`src/rtl/mult_share_pkg.sv`:
```
// Shared constants for the time-shared multiplier scheduler: operand/product
// widths, FSM state encodings and the requester-id width helper.
package mult_share_pkg;

    localparam int OP_W = 16;
    localparam int P_W  = 32;

    localparam logic [1:0] ST_IDLE = 2'd0;
    localparam logic [1:0] ST_CALC = 2'd1;
    localparam logic [1:0] ST_HOLD = 2'd2;

    function automatic int id_width(input int n);
        return (n <= 2) ? 1 : $clog2(n);
    endfunction

endpackage

```
`src/rtl/mult16bit.sv`:
```
// Purely combinational 16x16 unsigned array multiplier; the scheduler holds its
// inputs stable for several clocks, so it is timed as a multicycle path.
module mult16bit
    import mult_share_pkg::*;
(
    input  logic [OP_W-1:0] a,
    input  logic [OP_W-1:0] b,
    output logic [P_W-1:0]  p
);

    assign p = {{(P_W-OP_W){1'b0}}, a} * {{(P_W-OP_W){1'b0}}, b};

endmodule

```
`src/rtl/mult_share_sched_rr_arbiter.sv`:
```
// Round-robin arbiter: picks the first asserted request at or above ptr,
// wrapping around, and reports it as one-hot, as an index and as "any".
module rr_arbiter
    import mult_share_pkg::*;
#(
    parameter int N_REQ = 4,
    parameter int ID_W  = id_width(N_REQ)
) (
    input  logic [N_REQ-1:0] req,
    input  logic [ID_W-1:0]  ptr,
    output logic [N_REQ-1:0] grant,
    output logic [ID_W-1:0]  idx,
    output logic             any
);

    always_comb begin
        int j;
        grant = '0;
        idx   = '0;
        any   = 1'b0;
        j     = 0;
        for (int k = 0; k < N_REQ; k++) begin
            j = int'(ptr) + k;
            if (j >= N_REQ) j = j - N_REQ;
            if (!any && req[j]) begin
                any      = 1'b1;
                grant[j] = 1'b1;
                idx      = ID_W'(j);
            end
        end
    end

endmodule

```
`src/rtl/mult_share_sched.sv`:
```
// Shares one mult16bit among N_REQ requesters via round-robin arbitration and
// valid/ready handshakes. Define MULT_OUT_REG_EN to register the multiplier output.
module mult_share_sched
    import mult_share_pkg::*;
#(
    parameter int N_REQ       = 4,
    parameter int MULT_CYCLES = 2
) (
    input  logic                          clk,
    input  logic                          rst,
    input  logic [N_REQ-1:0]              req_valid,
    input  logic [N_REQ*16-1:0]           req_a,
    input  logic [N_REQ*16-1:0]           req_b,
    output logic [N_REQ-1:0]              req_ready,
    output logic                          rsp_valid,
    input  logic                          rsp_ready,
    output logic [31:0]                   rsp_p,
    output logic [id_width(N_REQ)-1:0]    rsp_id,
    output logic                          busy
);

    localparam int ID_W = id_width(N_REQ);
`ifdef MULT_OUT_REG_EN
    localparam int CNT_INIT = MULT_CYCLES;
`else
    localparam int CNT_INIT = MULT_CYCLES - 1;
`endif
    localparam int CNT_W = (CNT_INIT < 2) ? 1 : $clog2(CNT_INIT + 1);

    logic [1:0]       state_q, state_d;
    logic [ID_W-1:0]  rr_ptr_q, rr_ptr_d;
    logic [OP_W-1:0]  op_a_q, op_a_d;
    logic [OP_W-1:0]  op_b_q, op_b_d;
    logic [CNT_W-1:0] cnt_q, cnt_d;
    logic [P_W-1:0]   rsp_p_q, rsp_p_d;
    logic [ID_W-1:0]  rsp_id_q, rsp_id_d;

    logic [N_REQ-1:0] gnt_onehot;
    logic [ID_W-1:0]  gnt_idx;
    logic             gnt_any;
    logic [P_W-1:0]   mult_p;
    logic [P_W-1:0]   mult_p_sel;

    rr_arbiter #(
        .N_REQ (N_REQ),
        .ID_W  (ID_W)
    ) u_arb (
        .req   (req_valid),
        .ptr   (rr_ptr_q),
        .grant (gnt_onehot),
        .idx   (gnt_idx),
        .any   (gnt_any)
    );

    mult16bit u_mult (
        .a (op_a_q),
        .b (op_b_q),
        .p (mult_p)
    );

`ifdef MULT_OUT_REG_EN
    // Operands are stable from the accepting edge, so every sample of p_reg
    // taken during CALC already holds the final product.
    logic [P_W-1:0] p_reg_q, p_reg_d;
    assign p_reg_d = mult_p;
    always_ff @(posedge clk) begin
        p_reg_q <= p_reg_d;
    end
    assign mult_p_sel = p_reg_q;
`else
    assign mult_p_sel = mult_p;
`endif

    always_comb begin
        state_d  = state_q;
        rr_ptr_d = rr_ptr_q;
        op_a_d   = op_a_q;
        op_b_d   = op_b_q;
        cnt_d    = cnt_q;
        rsp_p_d  = rsp_p_q;
        rsp_id_d = rsp_id_q;
        case (state_q)
            ST_IDLE: begin
                if (gnt_any) begin
                    op_a_d   = req_a[OP_W*int'(gnt_idx) +: OP_W];
                    op_b_d   = req_b[OP_W*int'(gnt_idx) +: OP_W];
                    rsp_id_d = gnt_idx;
                    cnt_d    = CNT_W'(CNT_INIT);
                    rr_ptr_d = (gnt_idx == ID_W'(N_REQ - 1)) ? '0 : gnt_idx + 1'b1;
                    state_d  = ST_CALC;
                end
            end
            ST_CALC: begin
                if (cnt_q != '0) begin
                    cnt_d = cnt_q - 1'b1;
                end else begin
                    rsp_p_d = mult_p_sel;
                    state_d = ST_HOLD;
                end
            end
            ST_HOLD: begin
                // Returning to IDLE first keeps a bubble before the next accept.
                if (rsp_ready) state_d = ST_IDLE;
            end
            default: state_d = ST_IDLE;
        endcase
    end

    always_ff @(posedge clk) begin
        if (rst) begin
            state_q  <= ST_IDLE;
            rr_ptr_q <= '0;
            op_a_q   <= '0;
            op_b_q   <= '0;
            cnt_q    <= '0;
            rsp_p_q  <= '0;
            rsp_id_q <= '0;
        end else begin
            state_q  <= state_d;
            rr_ptr_q <= rr_ptr_d;
            op_a_q   <= op_a_d;
            op_b_q   <= op_b_d;
            cnt_q    <= cnt_d;
            rsp_p_q  <= rsp_p_d;
            rsp_id_q <= rsp_id_d;
        end
    end

    assign req_ready = (state_q == ST_IDLE) ? gnt_onehot : '0;
    assign rsp_valid = (state_q == ST_HOLD);
    assign busy      = (state_q == ST_CALC) || (state_q == ST_HOLD);
    assign rsp_p     = rsp_p_q;
    assign rsp_id    = rsp_id_q;

endmodule

```
`config.mk`:
```
export PLATFORM = sky130hd
export DESIGN_NAME = mult_share_sched
export DESIGN_NICKNAME = d
export VERILOG_FILES = /design/src/rtl/mult_share_pkg.sv /design/src/rtl/mult16bit.sv /design/src/rtl/mult_share_sched_rr_arbiter.sv /design/src/rtl/mult_share_sched.sv
export SDC_FILE = /design/constraint.sdc
export NUM_CORES = 1
export LEC_CHECK = 0
export BUFFER_PORTS_ARGS = -buffer_cell sky130_fd_sc_hd__clkbuf_2
export CORE_MARGIN = 2
export CORE_UTILIZATION = 45
export DETAILED_ROUTE_END_ITERATION = 7
export PLACE_DENSITY_LB_ADDON = 0.12
export SLEW_MARGIN = 30
export SYNTH_ARGS = -nofsm -noshare
export SYNTH_HDL_FRONTEND = slang
export SYNTH_SLANG_ARGS = --single-unit
```
`constraint.sdc`:
```
create_clock -name clk -period 6.2 [get_ports clk]
set_input_delay 0.62 -clock clk [delete_from_list [all_inputs] [get_ports clk]]
set_output_delay 0.62 -clock clk [all_outputs]
set_load 0.005 [all_outputs]
```
* Word level (Yosys, flattened, before mapping)
Index checks and enable logic that the tools add are counted.
** Storage, ports and cells
- Register bits after elaboration :: 71
- Input bits :: 135
- Word-level logic and storage cells :: 103
- Output and inout port bits :: 40
** Cells by class
- Equal/unequal tests :: 6
- $mul :: 1
- Add/subtract/negate cells :: 9
- $lt $le $gt $ge :: 12
- Shift operators :: 2
- Reductions and logical operators :: 17
- Bitwise logic cells :: 4
- Multiplexer cells :: 45
** Operators by type and width (count)
- $ge 32x1->1 const B :: 4
- $lt 32x4->1 const B :: 4
- $mux 32 :: 4
- $shiftx 64x7->16 :: 2
- $ge 32x4->1 const B :: 3
- $sub 32x4->32 const B :: 3
- $mul 16x16->32 :: 1
- $mux 4 :: 5
- $mux 1 :: 18
- $mux 2 :: 8
- $or 4x4->4 :: 3
- $bmux 1 s2 :: 4
- $demux 1 s2 :: 4
- $logic_and 1x1->1 :: 7
- $add 2x2->3 const B :: 2
- $pmux 2 s3 :: 1
- $reduce_and 2->1 :: 3
- $eq 2x2->1 const B :: 2
- $ne 2x2->1 const B :: 2
- $sub 2x3->4 const B :: 1
- $add 2x1->3 const B :: 1
- $ge 2x3->1 const B :: 1
- $logic_not 1->1 :: 3
- $reduce_and 3->1 :: 1
- 9 further kinds :: 9

* Depth between registers and ports, before layout
Gate-level depths: netlist of run 1.
- Depth after elaboration :: 17
- Mapped depth :: 24
- Depth with buffers taken out :: 22

* Cells and area by module
Synthesis of run 1 repeated with hierarchy kept, for this count alone.
** Unflattened totals
- Cell total of the unflattened synthesis :: 1434
- Area total of the unflattened synthesis :: 12532.0 um^2
** Modules (own cells, without submodules)
- mult16bit :: times used 1, cells each 1017, area an instance 8665.8 um^2, sequential area each 0.0 um^2
- mult_share_sched :: times used 1, cells each 369, area an instance 3405.8 um^2, sequential area each 1421.4 um^2
- rr_arbiter :: times used 1, cells each 48, area an instance 460.4 um^2, sequential area each 0.0 um^2

* Worst setup path before layout of run 1
No wires, ideal clock.
- Path type :: reg2reg
- Start :: reg op_b_q[9]
- End :: reg rsp_p_q[28], in the netlist rsp_p[28]
- Buffers on the path :: 2
- Arrival time :: 6.161 ns
- Library setup time :: 0.125 ns
- Setup slack :: -0.086 ns
- Cell stages (with the launch flop) :: 22
- Cell sequence :: dfxtp_1 clkbuf_1 clkbuf_1 nand2_1 fa_1 inv_1 fa_1 fa_1 fa_1 fa_1 inv_1 fa_1 inv_1 ha_1 a21oi_2 nand2_1 or4b_1 a31o_1 or3_1 o31ai_2 xor2_1 o21ai_1
** On the way
- Word-level cells in the longest chain between the ends :: 1
** RTL lines
- from (decl) :: line mult_share_sched.sv:33 : logic [OP_W-1:0] op_b_q, op_b_d;
- from (signal assigned) :: line mult_share_sched.sv:122 : op_b_q <= op_b_d;
- $mul 16x16->32 :: line mult16bit.sv:11 : assign p = {{(P_W-OP_W){1'b0}}, a} * {{(P_W-OP_W){1'b0}}, b};
- to (signal assigned) :: line mult_share_sched.sv:124 : rsp_p_q <= rsp_p_d;
- to (decl) :: line mult_share_sched.sv:35 : logic [P_W-1:0] rsp_p_q, rsp_p_d;
Every way passes these cells.
A chain may end at the register's enable or synchronous reset.

* Final worst setup path of run 1
- Start :: reg op_a_q[7]
- End :: reg rsp_p_q[28], in the netlist rsp_p[28]
** On the way
- Word-level cells in the longest chain between the ends :: 1
** RTL lines
- from (decl) :: line mult_share_sched.sv:32 : logic [OP_W-1:0] op_a_q, op_a_d;
- from (signal assigned) :: line mult_share_sched.sv:121 : op_a_q <= op_a_d;
- $mul 16x16->32 :: line mult16bit.sv:11
Every way passes these cells.

==> results of run 1 <==
worst max path at each step:
stage	startpoint	to	slack, ns	cells after the start
2_1_floorplan	op_b_q[9]	rsp_p[28]	0.008	21
3_5_place_dp	op_a_q[7]	rsp_p[28]	-0.14	19
5_1_grt	op_a_q[7]	rsp_p[28]	-0.14	20
3_3_place_gp	op_b_q[12]	rsp_p[28]	-0.03	19
4_1_cts	op_a_q[3]	rsp_p[28]	0.004	22
6_report	op_a_q[7]	rsp_p[28]	0.14	20
layer usage:
layer	up-vias	wire (µm)	global-route usage [%]
met5	-	0	0
met4	0	551	5.735
met3	34	828	2.595
met2	152	16830	40.99
met1	5070	14070	29.93
li1	4866	-	-
kinds of logic after synthesis:
kind of cell / count (synthesis) / share of synthesized area [%]
flops: 71 / 11.68
buf+inv: 301 / 9.909
compound gates: 171 / 9.580
xor+xnor: 28 / 2.015
mux: 74 / 6.393
simple gates: 434 / 17.11
fa+ha+maj: 305 / 43.31
worst register-to-register path: stages (launching register included):
cell and delay (ns):
dfxtp_4 0.39, buf_4 0.16, nand2_1 0.08, fa_1 0.54
inv_1 0.05, fa_1 0.52, fa_1 0.46, fa_1 0.52
fa_1 0.50, inv_1 0.06, fa_1 0.53, inv_1 0.06
ha_4 0.27, a21oi_4 0.16, nand2_2 0.07, or4b_4 0.52
a31o_1 0.24, or3_4 0.36, o31ai_4 0.23, xor2_1 0.16
o21ai_1 0.07
cells in the mapped netlist (8+ instances only):
master,n
a211oi_1,9
a21o_1,10
a21oi_1,49
a22oi_1,8
and2_1,126
buf_2,10
clkbuf_1,46
dfxtp_1,71
fa_1,194
ha_1,111
inv_1,230
mux2i_1,71
nand2_1,225
nor2_1,35
o21ai_0,31
o221ai_1,32
xnor2_1,16
xor2_1,12
metrics by stage:
step                util, %  instance area [µm²]  TNS [ns]
floorplan                 -                12180         0
global placement      52.47                14020  -0.04115
detailed placement    52.47                14020   -0.2438
CTS                   53.84                14390         0
global route          54.85                14660   -0.1802
finish                54.85                14660         0
repair_timing:
item,CTS,global route
resized for setup,18,54
pin swaps,0,26
setup endpoints to repair,4,9
setup buffers,0,7
placed cells by master (no fill, tap or decap), drive strengths merged, types with 3 or more instances in the layout:
master,count
a211oi,9
a21o,10
a21oi,51
a22oi,8
and2,126
and3,6
buf,121
bufinv,3
clkbuf,183
dfxtp,71
fa,194
ha,111
inv,232
mux2i,71
mux4,3
nand2,226
nand2b,7
nand3,7
nand4,4
nor2,35
nor2b,3
nor3b,4
o21ai,34
o221ai,32
or2,4
xnor2,16
xor2,12
state kept, by name, summed over array words and instances (netlist names), named ones only:
name / flops
rsp_p: 32
rr_ptr_q: 1
state_q: 2
cnt_q: 1
op_a_q: 16
op_b_q: 16
rsp_id: 2
power groups by stage:
stage / Sequential (mW) / Combinational, mW / Clock, mW
final: 0.836 / 4.50 / 0.620
after global placement: 0.822 / 4.32 / 0
after global routing: 0.859 / 5.06 / 0.649
after CTS: 0.827 / 4.37 / 0.631
after detailed placement: 0.827 / 4.34 / 0
after floorplan: 0.733 / 2.94 / 0
area by class of cell:
type / count / area, µm² / share of cell area, %
clock buffers: 9 / 225.2 / 1.536
clock inverters: 7 / 117.6 / 0.8024
inverters: 230 / 863.3 / 5.890
multi-input cells: 1012 / 9718 / 66.30
flip-flops and latches: 71 / 1476 / 10.07
well taps: 341 / 426.7 / 2.911
repair buffers: 295 / 1831 / 12.49
==> summary by stage, run 1 <==
Setup path
By startpoint and endpoint, the worst setup path is classified as register to register. The worst register-to-register path begins at op_a_q[7]. STA puts the critical path data required time at 6.43 ns. The most repeated library cell on the critical path is fa_1. The slowest library cell on the worst path is fa_1.

The endpoint identified for the worst register-to-register timing path is rsp_p[28]. In this design, the largest share of critical-path delay is due to adder cells. STA classifies the critical path startpoint as a register.

The number of cell instances on the worst register-to-register path is 20. The worst path buffer plus inverter count is 4. Along the worst path, the maximum fanout reaches 6. STA classifies the critical path endpoint as a register.

In this design, the stage delay of the slowest critical-path cell is 0.54 ns. In this run the register-to-register setup slack is 0.14 ns. Data on the critical path arrives at its endpoint at 6.29 ns.

Traced cell by cell, the critical path runs through buf_4, nand2_1, fa_1, inv_1, fa_1, fa_1, fa_1, fa_1, inv_1, fa_1, inv_1, ha_4, a21oi_4, nand2_2, or4b_4, a31o_1, or3_4, o31ai_4, xor2_1, o21ai_1.

Clock network
The number of buffers inserted for hold repair after clock tree synthesis is 0. The cell sitting at the root of the clock tree is a clkbuf_16. The clock transition time at the flip-flop clock pins of the worst setup and hold paths is 0.07 ns.

The CTS tree is built. The number of buffers on the longest clock path is 2. The number of CTS-inserted buffers is 9. The clock reaches the later pin of the worst-skew pair after 0.35 ns. The count of clock tree sinks is 71.

The number of levels the H-tree was split into is 3.

Pwr
The analysis attributes to cell leakage a power of 7.690 nW. In this run the power density over the cells is 406.3 mW/mm². The worst vdd rail ir drop is 0.3096 mV. In this run switching power makes up 49.35% of total power. Summing internal, switching and leakage power gives 5.955 mW. Sequential cells account for 14.0% of the total power. The share of power burned in the clock network is 10.4%. The internal portion of the total power is 3.016 mW. The net switching power is 2.939 mW. The logic gate share of total power is 75.6%.

Finish
The count of fill cells added during filler insertion is 2591. For this run, the number of standard cells in the final layout without fillers is 1965. The fraction of final layout cells with drive strength greater than 1 is 23.09%.

The net count reported at finish is 2059. The area growth from synthesis to final layout is 20.41%. The number of inserted diodes is 0.

Floorplanning
The floorplan die area is 0.02838 mm². The initial core utilization is 45.55%. The core footprint is 0.02673 mm². The die extent in x is 168.5 µm. The die boundary height is 168.5 µm. The floorplan has 60 rows.

The top-level port count is 175.

Global route
The number of global-route vias before repair is 10301. Entering global routing, the biggest net connects 47 pins. The global-route congestion overflow total is 0. The total routing resource utilization after global routing is 23.00%.

The number of antenna violations at the first check in global routing is 0. The first global-routing pass estimated 51980 µm of wire.

Timing
The count of final hold-check violations is 0. The slack of the critical path is 0.1362 ns. The worst hold slack across all endpoints is 0.4522 ns. The total count of max-transition violations in the final report is 0. The worst path needs 6.064 ns of the cycle, external delays included. Setup repair after global routing could not meet its margin everywhere. In the finished design, the share of the clock period the worst path needs comes to 97.80%. For the pin with the worst max-slew slack, the measured transition is 0.8030 ns. On the final layout, the worst clock skew is 0.009087 ns. The relative slew slack is 46.26%. For this run, the top clock speed supported by timing is 164.9 MHz.

Setup violations remaining at the end of the flow were counted as 0.

Place
Summed over all nets, the half-perimeter wirelength after detailed placement is 27400 µm. The global placement routability congestion is 0.8805. OpenSTA, run right after detailed placement, puts the worst setup slack at -0.1376 ns.

The instance count after placement with tap cells included is 1942. Port buffering added 174 buffers.

Yosys
After technology mapping, the gate count stands at 1384. The prevailing post-synth register cell is dfxtp_1. Yosys attributes the largest share of cell area to fa_1 (32%), dfxtp_1 (12%), ha_1 (11%). The share of flip-flops with an asynchronous set or reset is 0%.

The number of distinct library cells after synthesis is 68. The number of nets in the synthesized netlist is 1824. fa_1 takes more of the synthesized area than any other cell. The number of warnings printed during yosys synthesis is 0.

The fraction of synthesized cell area taken by the top area cell type is 31.90%. The synthesized design contains 71 register bits. The mapped netlist covers 0.01217 mm². The sequential cell area fraction in the yosys report is 11.68%. The number of enable-type register cells in the synthesized netlist is 0.

Averaged over all synthesized cells, the footprint is 8.795 µm².

Job
Max-cap violations in this run came to 0.

Status
The flow ran to the end, and the final reports show no timing, DRC or antenna violations.

Worst hold path
For hold timing, the worst endpoint is rsp_p[12]. The worst min-delay path startpoint is rsp_p[12]. The worst hold path stage count is 2. The worst hold path belongs to the class register to register.

Route
Once detail routing completed, the nets flagged for antenna violations numbered 0. The DRC marker count from the first detailed-route iteration is 431. The average wire length per cell after detail routing is 16.43 µm. The remaining routing DRC violations is 0. The first TritonRoute pass finished after 5 iterations. The via-per-instance ratio is 5.151. Across all layers, the routed design uses 10122 vias. The aggregate routed wire length is 32280 µm.
Power figures use the tool's default switching activity.
==> inputs of run 2 (changes only) <==
--- a/config.mk
+++ b/config.mk
@@ -7,7 +7,7 @@
 export LEC_CHECK = 0
 export BUFFER_PORTS_ARGS = -buffer_cell sky130_fd_sc_hd__clkbuf_2
 export CORE_MARGIN = 2
-export CORE_UTILIZATION = 45
+export CORE_UTILIZATION = 52
 export DETAILED_ROUTE_END_ITERATION = 7
 export PLACE_DENSITY_LB_ADDON = 0.12
 export SLEW_MARGIN = 30
==> summary by stage, run 2 (synthesis results as in run 1) <==
Place
The area of placed instances is 0.01391 mm² (-0.81%). The port buffer count is 174 (unchanged). The global placement routability congestion was 0.9114 (+3.5%). The post-DP HPWL is 26120 µm (-4.7%). The instance count after placement with tap cells included came to 1902 (-2.1%).

Timing
The top achievable clock speed was 164.8 MHz (about the same). The setup violation total in the final timing report was 0 (unchanged). The minimum clock period was 6.070 ns (+0.005856 ns). The count of final hold-check violations came to 0 (unchanged). The total count of max-transition violations in the final report is 0 (unchanged). Setup repair after global routing could not meet its margin everywhere. The worst-margin pin slew came to 0.9167 ns (+0.1137 ns). The final setup TNS is 0 ns (unchanged). The clock skew after layout is 0.008760 ns (-0.0003269 ns).

The share of the clock period used by the worst path after layout came to 97.90% (about the same). The relative slew slack is 38.66% (-7.6 points). The worst hold slack across all endpoints is 0.4535 ns (+0.001274 ns).

Job
The number of maximum-capacitance constraint violations is 0 (unchanged).

Setup path
The largest fanout on the critical path is 6 (unchanged). The slowest stage of the critical path belongs to the cell fa_2. The required time at the worst-slack endpoint is 6.41 ns (-0.02 ns).

The longest individual stage delay on the worst path is 0.54 ns (about the same). The kind of critical path is register to register. The worst path buffer plus inverter count is 5 (+1).

Broken down by cell family, the worst path's largest delay share belongs to adder cells. The number of cell instances on the worst register-to-register path is 21 (+5.0%). The worst setup path is launched from a register. The end of the worst register-to-register path is rsp_p[28]. The worst-case register-to-register setup slack is 0.13 ns (about the same). The arrival time of data at the critical path endpoint is 6.28 ns (about the same). In this run the critical register-to-register path is launched from op_b_q[6]. The critical path goes through buf_6, and2_1, fa_1, inv_1, fa_1, fa_2, inv_1, fa_2, fa_1, inv_1, fa_1, inv_1, ha_4, a21oi_4, nor3b_2, or4b_4, a31o_1, or3_4, o31ai_4, xor2_1, o21ai_1.

The kind of end point of the critical path is a register.

Pwr
The standby leakage power is 7.624 nW (-0.86%). The areal power density over the cells is 408.6 mW/mm² (+0.58%). The worst vdd rail ir drop is 0.2980 mV (-3.8%).

The post-layout total power is 5.965 mW (+0.16%).

Route
The via-per-instance ratio is 5.284 (+2.6%). The remaining routing DRC violations is 0 (unchanged). The aggregate routed wire length was 31170 µm (-3.5%). The average wire length per cell after detail routing is 16.20 µm (-1.4%). The number of iterations in the first detailed-routing pass is 6 (+1).

The DRC marker count from the first detailed-route iteration is 403 (-6.5%). The number of vias in the routed layout is 10166 (+0.43%). The antenna violation net count after detailed routing is 0 (unchanged).

Finish
The count of fill cells added during filler insertion came to 2007 (-23%). Leaving out fill and tap cells, the most frequent cells in the layout are nand2_1 (223), inv_1 (222), fa_1 (189), clkbuf_2 (174), and2_1 (124). The net count reported at finish is 2046 (-0.63%). The number of inserted diodes was 0 (unchanged). The area of the multi-input gates is 0.009756 mm² (+0.39%). The number of flip-flops under the largest register name is 32 (unchanged). The register area is 0.001478 mm² (about the same). The count of non-filler cells in the finished layout is 1924 (-2.1%). The fraction of final layout cells with drive strength greater than 1 was 23.34% (+0.25 points). From synthesis to final layout, the design area changed by 19.91%.

The most common library cell in the layout ignoring fill and taps is nand2_1. The final cell area excluding filler cells is 0.01460 mm² (-0.42%).

Global route
The global-route congestion overflow total is 0 (unchanged). The first-pass GRT wire length is 50850 µm (-2.2%). The number of global-route vias before repair is 10320 (+0.18%). The layer carrying the most global-route usage is met2. The total routing resource utilization after global routing is 26.17% (+3.2 points). The met2 capacity usage during global routing is 45.74% (+4.7 points). The routing usage on met3 is 2.478% (-0.12 points). The maximum number of pins on one net before global-route repair is 44 (-6.4%). The number of antenna violations at the first check in global routing came to 0 (unchanged). The met1 track demand over resource is 35.10% (+5.2 points).

Floorplanning
The initial core utilization came to 53.44% (+7.9 points). The floorplan die area is 0.02465 mm² (-13%). The die extent in x is 157 µm (-6.8%).

The row count was 55 (-8.3%). The top-level port count is 175 (unchanged). The core footprint was 0.02278 mm² (-15%). The die boundary height is 157 µm (-6.8%).

Worst hold path
The startpoint identified for the worst hold timing path is rsp_p[9]. The worst hold path stage count is 2 (unchanged). The worst hold path terminates at rsp_p[9]. The class of the tightest hold or removal check is register to register.

Clock network
TritonCTS built the clock tree. The number of CTS-inserted buffers is 9 (unchanged). CTS placed an instance of clkbuf_16 at the clock tree root. The number of buffers on the longest clock path was 2 (unchanged). The number of levels the H-tree was split into is 3 (unchanged). The clock transition time at the flip-flop clock pins of the worst setup and hold paths was 0.06 ns (about the same).

The count of clock tree sinks was 71 (unchanged). The clock latency reported for the late side of the worst-skew pair is 0.35 ns (about the same).

Status
The flow ran to the end, and the final reports show no timing, DRC or antenna violations.
[run 2: changes by cell type in the layout (fill, tap and decap cells not counted), moves of 3 or more]
cell	change
buf_6	-3
buf_4	-14
inv_2	+7
dfxtp_1	-3
dfxtp_2	+4
inv_1	-7
[run 2: final cells by class]
type                            count  share of cell area [%]
Clock buffer                       10                   1.637
Tap cell                          313                   2.683
Clock inverter                      6                  0.7372
Timing Repair Buffer              282                   12.07
Multi-Input combinational cell   1012                   66.84
Inverter                          230                   5.915
Sequential cell                    71                   10.12
[run 2: routing by layer]
metal	part of all wire, %	vias up
met5	0	-
met4	1.3	0
met3	3.3	28
met2	53	206
met1	43	5083
li1	-	4849
[run 2: what timing repair did]
action	in CTS	in global routing
hold buffers	0	0
hold endpoints to repair	0	0
buffers inserted	0	6
gates resized for setup	18	74
pin swaps	0	26
endpoints found under the setup margin	5	9
[run 2: worst register-to-register path, stage by stage, from the launching register on]
cell	delay [ns]
dfxtp_4	0.38
buf_6	0.14
and2_1	0.15
fa_1	0.53
inv_1	0.04
fa_1	0.45
fa_2	0.54
inv_1	0.06
fa_2	0.47
fa_1	0.50
inv_1	0.06
fa_1	0.54
inv_1	0.07
ha_4	0.17
a21oi_4	0.16
nor3b_2	0.07
or4b_4	0.52
a31o_1	0.21
or3_4	0.40
o31ai_4	0.23
xor2_1	0.16
o21ai_1	0.08
[run 2: report_power, final]
group / internal, mW / switching [mW] / total, mW
logic: 1.99 / 2.51 / 4.50
registers: 0.631 / 0.213 / 0.845
clock network: 0.403 / 0.219 / 0.622
[run 2: how the worst max path moves through the flow]
stage / cells after the start / from / endpoint / slack, ns
after floorplan: 21 / op_b_q[9] / rsp_p[28] / 0.008
after global placement: 21 / op_a_q[7] / rsp_p[30] / -0.05
after detailed placement: 19 / op_a_q[7] / rsp_p[28] / -0.09
after CTS: 19 / op_b_q[1] / rsp_p[28] / 0.001
after global routing: 23 / op_b_q[6] / rsp_p[30] / -0.05
final: 21 / op_b_q[6] / rsp_p[28] / 0.13
[run 2: metrics by stage]
step,util (%),setup WS (ns)
3_5_place_dp,61.07,-0.08536
6_report,64.08,0.1303
4_1_cts,62.70,0.001268
3_3_place_gp,61.07,-0.05271
5_1_grt,64.08,-0.04977
2_1_floorplan,-,0.008419
